===== src/rtl/exec_unit.sv =====
// Execute stage behind the 8x16 register file: single-cycle ALU ops plus a 16-step iterative signed multiply.
// Latency: ALU ops write back 1 cycle after issue; MUL writes back 16 cycles after issue.
// Backpressure: in_ready drops for the whole multiply, so issue stalls until the MUL writeback cycle.
//
// Ports:
//   clk, rst                        clock and synchronous active-high reset
//   in_valid/in_ready               issue handshake (op, rs1_value, rs2_value, rd sampled on accept)
//   wb_we/wb_reg/wb_value           one-cycle writeback to the register file write port
//   busy                            multiply in progress
//   flag_zero/flag_ovf              status of the last written result
module exec_unit #(
    parameter int DATA_W = 16,
    parameter int REG_AW = 3
) (
    input  logic              clk,
    input  logic              rst,
    input  logic              in_valid,
    output logic              in_ready,
    input  logic [2:0]        op,
    input  logic [DATA_W-1:0] rs1_value,
    input  logic [DATA_W-1:0] rs2_value,
    input  logic [REG_AW-1:0] rd,
    output logic              wb_we,
    output logic [REG_AW-1:0] wb_reg,
    output logic [DATA_W-1:0] wb_value,
    output logic              busy,
    output logic              flag_zero,
    output logic              flag_ovf
);
    localparam int CNT_W = $clog2(DATA_W);
    localparam int SH_W  = $clog2(DATA_W);
    localparam int ACC_W = 2 * DATA_W;

    localparam logic [2:0] OP_ADD = 3'b000;
    localparam logic [2:0] OP_SUB = 3'b001;
    localparam logic [2:0] OP_AND = 3'b010;
    localparam logic [2:0] OP_OR  = 3'b011;
    localparam logic [2:0] OP_XOR = 3'b100;
    localparam logic [2:0] OP_SLL = 3'b101;
    localparam logic [2:0] OP_SRA = 3'b110;
    localparam logic [2:0] OP_MUL = 3'b111;

    typedef enum logic {S_IDLE, S_MUL} state_t;

    state_t              state;
    logic [DATA_W-1:0]   mag_a;
    logic [DATA_W-1:0]   mag_b;
    logic                msign;
    logic [REG_AW-1:0]   mrd;
    logic [ACC_W-1:0]    acc;
    logic [CNT_W-1:0]    cnt;

    // Handshake depends only on the state register, never on in_valid.
    assign in_ready = (state == S_IDLE);
    assign busy     = (state == S_MUL);

    // ---------------- single-cycle ALU ----------------
    logic [DATA_W-1:0] alu_res;
    logic              alu_ovf;
    logic [DATA_W-1:0] sum;
    logic [DATA_W-1:0] diff;
    logic [SH_W-1:0]   shamt;

    assign sum   = rs1_value + rs2_value;
    assign diff  = rs1_value - rs2_value;
    assign shamt = rs2_value[SH_W-1:0];

    always_comb begin
        alu_res = '0;
        alu_ovf = 1'b0;
        case (op)
            OP_ADD: begin
                alu_res = sum;
                alu_ovf = (rs1_value[DATA_W-1] == rs2_value[DATA_W-1]) &&
                          (sum[DATA_W-1] != rs1_value[DATA_W-1]);
            end
            OP_SUB: begin
                // Overflow when operand signs differ and the result sign leaves A's sign.
                alu_res = diff;
                alu_ovf = (rs1_value[DATA_W-1] != rs2_value[DATA_W-1]) &&
                          (diff[DATA_W-1] != rs1_value[DATA_W-1]);
            end
            OP_AND:  alu_res = rs1_value & rs2_value;
            OP_OR:   alu_res = rs1_value | rs2_value;
            OP_XOR:  alu_res = rs1_value ^ rs2_value;
            OP_SLL:  alu_res = rs1_value << shamt;
            OP_SRA:  alu_res = $signed(rs1_value) >>> shamt;
            default: alu_res = '0;
        endcase
    end

    // ---------------- iterative multiply datapath ----------------
    // Magnitudes are unsigned DATA_W bits, so |-2^(DATA_W-1)| is representable.
    logic [DATA_W-1:0] abs_a;
    logic [DATA_W-1:0] abs_b;
    logic [ACC_W-1:0]  partial;
    logic [ACC_W-1:0]  acc_next;
    logic [ACC_W-1:0]  product;
    logic              mul_ovf;
    logic              mul_last;

    assign abs_a    = rs1_value[DATA_W-1] ? (-rs1_value) : rs1_value;
    assign abs_b    = rs2_value[DATA_W-1] ? (-rs2_value) : rs2_value;
    assign partial  = {{DATA_W{1'b0}}, mag_a} << cnt;
    assign acc_next = acc + (mag_b[cnt] ? partial : '0);
    // The final step's sum is used directly so the writeback lands on the 16th step edge.
    assign product  = msign ? (-acc_next) : acc_next;
    // Fits in DATA_W signed bits only if the top DATA_W+1 bits are all equal.
    assign mul_ovf  = !((&product[ACC_W-1:DATA_W-1]) || !(|product[ACC_W-1:DATA_W-1]));
    assign mul_last = (cnt == CNT_W'(DATA_W - 1));

    always_ff @(posedge clk) begin
        if (rst) begin
            state     <= S_IDLE;
            wb_we     <= 1'b0;
            wb_reg    <= '0;
            wb_value  <= '0;
            flag_zero <= 1'b0;
            flag_ovf  <= 1'b0;
            mag_a     <= '0;
            mag_b     <= '0;
            msign     <= 1'b0;
            mrd       <= '0;
            acc       <= '0;
            cnt       <= '0;
        end else begin
            case (state)
                S_IDLE: begin
                    wb_we <= 1'b0;
                    if (in_valid) begin
                        if (op == OP_MUL) begin
                            state <= S_MUL;
                            mag_a <= abs_a;
                            mag_b <= abs_b;
                            msign <= rs1_value[DATA_W-1] ^ rs2_value[DATA_W-1];
                            mrd   <= rd;
                            acc   <= '0;
                            cnt   <= '0;
                        end else begin
                            wb_we     <= 1'b1;
                            wb_reg    <= rd;
                            wb_value  <= alu_res;
                            flag_zero <= (alu_res == '0);
                            flag_ovf  <= alu_ovf;
                        end
                    end
                end
                S_MUL: begin
                    acc   <= acc_next;
                    cnt   <= cnt + CNT_W'(1);
                    wb_we <= 1'b0;
                    if (mul_last) begin
                        state     <= S_IDLE;
                        wb_we     <= 1'b1;
                        wb_reg    <= mrd;
                        wb_value  <= product[DATA_W-1:0];
                        flag_zero <= (product[DATA_W-1:0] == '0);
                        flag_ovf  <= mul_ovf;
                    end
                end
                default: state <= S_IDLE;
            endcase
        end
    end
endmodule


===== config.mk =====
export PLATFORM = sky130hd
export DESIGN_NAME = exec_unit
export DESIGN_NICKNAME = d
export VERILOG_FILES = /design/src/rtl/exec_unit.sv
export SDC_FILE = /design/constraint.sdc
export NUM_CORES = 1
export LEC_CHECK = 0
export BUFFER_PORTS_ARGS = -buffer_cell sky130_fd_sc_hd__buf_4
export CAP_MARGIN = 20
export CORE_UTILIZATION = 64
export CTS_CLUSTER_DIAMETER = 120
export DETAILED_ROUTE_END_ITERATION = 6
export GPL_TIMING_DRIVEN = 0
export PLACE_DENSITY = 0.83
export SLEW_MARGIN = 40
export SYNTH_ARGS = -nofsm -noshare
export SYNTH_HDL_FRONTEND = slang
export SYNTH_SLANG_ARGS = --single-unit

===== constraint.sdc =====
create_clock -name clk -period 7.8 [get_ports clk]
set_input_delay 1.56 -clock clk [delete_from_list [all_inputs] [get_ports clk]]
set_output_delay 1.56 -clock clk [all_outputs]
set_load 0.02 [all_outputs]

# After elaboration in Yosys (flattened, before gate mapping)
# Cells that the tools add are included.
classes:
  shifts: 3
  eq_ne: 16
  n_addsub: 7
  n_lt_le_gt_ge: 1
  bitwise_logic: 5
  reduce_logical: 13
  mux: 38
ops:
  columns: ["operator", "n"]
  rows:
  - ["2-to-1 mux 32 bit", 4]
  - ["one-hot mux 16 bit (7 select lines)", 1]
  - ["2-to-1 mux 16 bit", 5]
  - ["one-hot mux 32 bit (2 select lines)", 1]
  - ["adder 32 bit", 1]
  - ["logical NOT 16 bit", 2]
  - ["negator 16 bit", 2]
  - ["negator 32 bit", 1]
  - ["one-hot mux 16 bit (2 select lines)", 1]
  - ["<< shifter 16 x 4 -> 32 bit", 1]
  - ["AND reduction 17 bit", 1]
  - ["OR reduction 17 bit", 1]
  - ["adder 16 bit", 1]
  - ["bitwise AND 16 bit", 1]
  - ["OR 16 bit", 1]
  - ["<< shifter 16 x 4 -> 16 bit", 1]
  - [">>> shifter 16 x 4 -> 16 bit", 1]
  - ["subtractor 16 bit", 1]
  - ["XOR 16 bit", 1]
  - ["2-to-1 mux 1 bit", 13]
  - ["== test 3 bit (second input constant)", 4]
  - ["one-hot mux 1 bit (2 select lines)", 5]
  - ["2-to-1 mux 3 bit", 3]
  - ["2-to-1 mux 4 bit", 2]
  - ["20 further kinds", 28]
word_totals:
  inputBits: 41
  regBits: 95
  output_inout_bits: 24
  wordCells: 95

# Depth between registers and ports, before layout
depth:
  depth_word: 12
  depth_mapped: 26
  ltp_nobuf: 21

# Least setup slack after synthesis
# No wires, ideal clock.
synth_timing:
  path_type: "register to register"
  startpoint: "reg cnt[0]"
  endpoint: "reg flag_ovf"
  period_less_slack_ps: 5821
  path_stages_with_launch: 23
  path_buffers: 5
  setup_time_ps: 133
  arrival_time_ps: 5688
  path_slack_ps: 1979
  path_cell_list: "dfxtp_1 > clkbuf_1 > mux4_2 > o21bai_1 > o21bai_1 > and2_1 > clkbuf_1 > clkbuf_1 > nor2_1 > ha_1 > clkbuf_1 > nand4_1 > nor3_1 > a21oi_2 > xnor2_1 > or4b_1 > buf_2 > or3_1 > or4_1 > a211o_1 > nand3_1 > a41o_1 > a211oi_2"
synth_via:
  elab_chain_len: 12
synth_rtl:
  columns: ["element", "line", "text"]
  rows:
  - ["start: declaration", "51", "logic [CNT_W-1:0] cnt;"]
  - ["start signal: assignment", "150", "cnt <= cnt + CNT_W'(1);"]
  - ["binary-select mux 1 bit (select 4 bit)", "105", "assign acc_next = acc + (mag_b[cnt] ? partial : '0);"]
  - ["2-to-1 mux 1 bit (implied by the code)", "105", null]
  - ["2-to-1 mux 32 bit", "105", null]
  - ["adder 32 bit", "105", null]
  - ["negator 32 bit", "107", "assign product = msign ? (-acc_next) : acc_next;"]
  - ["2-to-1 mux 32 bit", "107", null]
  - ["OR reduction 17 bit", "109", "assign mul_ovf = !((&product[ACC_W-1:DATA_W-1]) || !(|product[ACC_W-1:DATA_W-1]));"]
  - ["logical NOT 1 bit", "109", null]
  - ["logical OR 1 bit", "109", null]
  - ["logical NOT 1 bit", "109", null]
  - ["2-to-1 mux 1 bit", "152", "if (mul_last) begin"]
  - ["one-hot mux 1 bit (2 select lines)", "127", "case (state)"]
  - ["end signal: assignment", "144", "flag_ovf <= alu_ovf;"]
  - ["end signal: assignment", "158", "flag_ovf <= mul_ovf;"]
  - ["end: declaration", "28", "output logic flag_ovf"]
# Several ways; a longest one is shown, not always the timed one. The select of a mux whose other input is x is not followed.
# A chain may end at the register's enable or synchronous reset.

# Worst setup path after layout
# Ends and elaborated chain as after synthesis.

==> out/metrics.csv <==
stage,metric,value,unit
job,cap_violations,0,
worst_setup_path,rrSetupSlack,0.59,ns
placement,numPortBuffers,62,
yosys,synth_seq_cells,95,
yosys,yosys_warnings,0,
worst_setup_path,start_kind,flip-flop,
placement,place_inst,1899,
worst_setup_path,cpMostUsedCell,clkbuf_1,
clock_network,clk_latency,0.37,ns
sta,hold_violations,0,
pwr,ir_drop,0.124,mV
routing,dr.pass1.iters,7,
sta,tightest_slew,0.799,ns
clock_network,cts_hold_buf,0,
yosys,synth_edf_count,0,
worst_setup_path,r2r-start,cnt[0],
worst_setup_path,slowest_delay,0.62,ns
clock_network,clkSlewWorstSetupHoldPaths,0.08,ns
worst_setup_path,crit_family,compound AO/OA/AOI/OAI gates,
layout,area_delta_synth_final,9.11,%
grt,grt_pass1_wl,64300,microns
floorplan,fp.dieArea,0.0189,sq mm
clock_network,clock_path_buffers,2,
yosys,syn_area,0.0118,sq mm
pwr,power_switching,0.000534,W
pwr,leakagePower,5.11,nW
routing,wl,42000,microns
yosys,syn_inst,1608,
floorplan,ioPinCount,65,
placement,dp_hpwl,33500,microns
sta,fin_skew,0.0203,ns
hold_path,holdPathStages,2,
floorplan,initial_core_util,65.5,%
pwr,clock_power_share,32.1,%
routing,drc,1,
yosys,synth_area_leaders,"dfxtp_1 16%, ha_1 8.8%, nor2_1 6.4%",
worst_setup_path,worstRegToRegCells,22,
worst_setup_path,worstPathArrival,7.43,ns
sta,rsz0062_at_grt,no,
sta,fin_crit_sh,92.4,%
yosys,synthDominantCellAreaShare,16.2,%
placement,place_congestion,1.04,
grt,grt_pass1_vias,12000,
pwr,seqPwrFrac,35.8,%
clock_network,post-cts-setup-buffer-count,0,
routing,vias,13200,
hold_path,holdCritStartpoint,wb_value[13],
yosys,synth_cell_type_count,84,
hold_path,whs_endpoint,wb_value[13],
sta,min_period,7.21,ns
yosys,yosys.area.top_type,dfxtp_1,
yosys,synth_common_cells,"200 x nor2_1, 139 x nand2_1, 123 x a21oi_1",
sta,drv_slew,0,
worst_setup_path,critPathBufInv,4,
layout,fillerInstances,1565,
clock_network,clock-sinks,95,
pwr,total_power,0.00143,W
layout,insertedDiodeCount,0,
grt,gr-total-overflow,0,
pwr,swShare,37.4,%
routing,vias_per_cell,6.90,
layout,nets,1809,
yosys,syn_nets,1735,
clock_network,h-tree-depth,3,
floorplan,die_y,138,microns
worst_setup_path,rr_endpoint,flag_ovf,
yosys,seq_area_frac_synth,16.2,%
worst_setup_path,crit_chain,clkbuf_1 -> mux4_2 -> o21bai_1 -> o21bai_1 -> and2_1 -> clkbuf_1 -> clkbuf_1 -> a211oi_1 -> ha_1 -> buf_2 -> a21oi_1 -> o21ai_1 -> a211oi_2 -> o21a_1 -> o21ai_1 -> a311o_1 -> a2111o_1 -> or4_1 -> a211o_1 -> nand3_1 -> a41o_1 -> a211oi_2,
clock_network,cts-resized-gates,0,
outcome,violations,design-rule violations,
routing,routedWlPerCell,21.9,microns
sta,finalSetupViolations,0,
floorplan,die_width,138,microns
hold_path,worstHoldPathType,flip-flop to flip-flop,
worst_setup_path,slowest_stage,mux4_2,
yosys,ys_async_sr_fraction,0,%
layout,multi_input_area,0.00912,sq mm
worst_setup_path,path_max_fanout,10,
routing,drt_iter0_drc,1405,
pwr,power.internal,0.000893,W
pwr,p_per_area,111,mW/mm^2
clock_network,cts-root-buf,clkbuf_16,
floorplan,core_area,0.0180,sq mm
routing,antenna_left,0,
sta,tns,0,ns
worst_setup_path,endpoint_kind,flip-flop,
floorplan,num_rows,49,
clock_network,cts_tree,built,
grt,grt_max_degree,20,
layout,drive_gt1_share,9.43,%
yosys,post-synth-top-count-cell,nor2_1,
layout,layout.cells.non_filler,1916,
pwr,comb_power_share,32.1,%
layout,top_register,acc,
sta,slew_headroom,45.4,%
layout,seqCellArea,0.00190,sq mm
yosys,avgSynthCellArea,7.32,sq um
yosys,synth_ff_type,dfxtp_1,
sta,fin_hold_ws,0.457,ns
layout,largest_reg_flops,32,
grt,antenna_found_initial,0,
sta,clock.fmax,139,MHz
worst_setup_path,worstPathRequired,8.02,ns
clock_network,cts_made_buffers,9,
outcome,status,"complete, but fails checks",
worst_setup_path,critPathKind,flip-flop to flip-flop,
grt,grt_usage,44.6,%
worst max-delay path by stage:
stage / from / end / slack [ns] / cells after the start
2_1_floorplan: cnt[0] / flag_ovf / 1.98 / 22
3_3_place_gp: cnt[0] / flag_ovf / 0.65 / 22
3_5_place_dp: cnt[0] / flag_ovf / 0.56 / 22
4_1_cts: cnt[0] / flag_ovf / 0.50 / 22
5_1_grt: cnt[0] / flag_ovf / 0.18 / 23
6_report: cnt[0] / flag_ovf / 0.59 / 22
metrics by stage:
step	util (%)	worst slack, ns	cell area, sq um
2_1_floorplan	-	1.98	11800
3_3_place_gp	69.7	0.653	12500
3_5_place_dp	69.7	0.560	12500
4_1_cts	71.4	0.500	12800
5_1_grt	71.5	0.181	12800
6_report	71.5	0.589	12800
per-layer routing:
metal / GRT usage, % / up-vias / share of wire (%)
li1: - / 6078 / -
met1: 53.8 / 6102 / 38
met2: 71.0 / 833 / 45
met3: 7.62 / 206 / 9.5
met4: 32.9 / 0 / 7.4
met5: 0 / - / 0
power by group through the flow:
stage,clock network [W],logic [W],registers (W)
after floorplan,0,0.000283,0.000529
after global placement,0,0.000436,0.000521
after detailed placement,0,0.000442,0.000522
after CTS,0.000453,0.000444,0.000510
after global routing,0.000469,0.000489,0.000512
final,0.000458,0.000459,0.000511
cells in the final DEF (no fill, tap or decap), drive strengths merged, types with 46 or more instances in the layout:
| cell | instances |
|---|---|
| nor2 | 201 |
| nand2 | 139 |
| a21oi | 128 |
| clkbuf | 112 |
| dfxtp | 95 |
| buf | 88 |
| ha | 83 |
| o21ai | 80 |
| inv | 66 |
| a211oi | 66 |
| xnor2 | 64 |
| mux2i | 51 |
| nor3 | 49 |
| a22oi | 46 |
worst min-delay path, stage by stage, from the launching register on:
cell     delay [ns]
dfxtp_1        0.31
nand2_1        0.05
a21oi_1        0.05
kinds of logic after synthesis:
kind of cell / share of synthesized area, %
AO/OA/AOI/OAI: 29.3
XOR/XNOR: 6.18
adder cells (fa/ha/maj): 9.34
buffers and inverters: 6.44
flip-flops: 16.2
multiplexers: 9.89
AND/OR/NAND/NOR: 22.7
final cells by class:
type	count	area share, %
multi-input cells	1321	71.1
flip-flops and latches	95	14.8
plain buffers	128	4.03
repair buffers	63	3.66
well taps	229	2.23
inverters	64	1.87
clock buffers	9	1.75
clock inverters	7	0.565
Power figures use the tool's default switching activity.
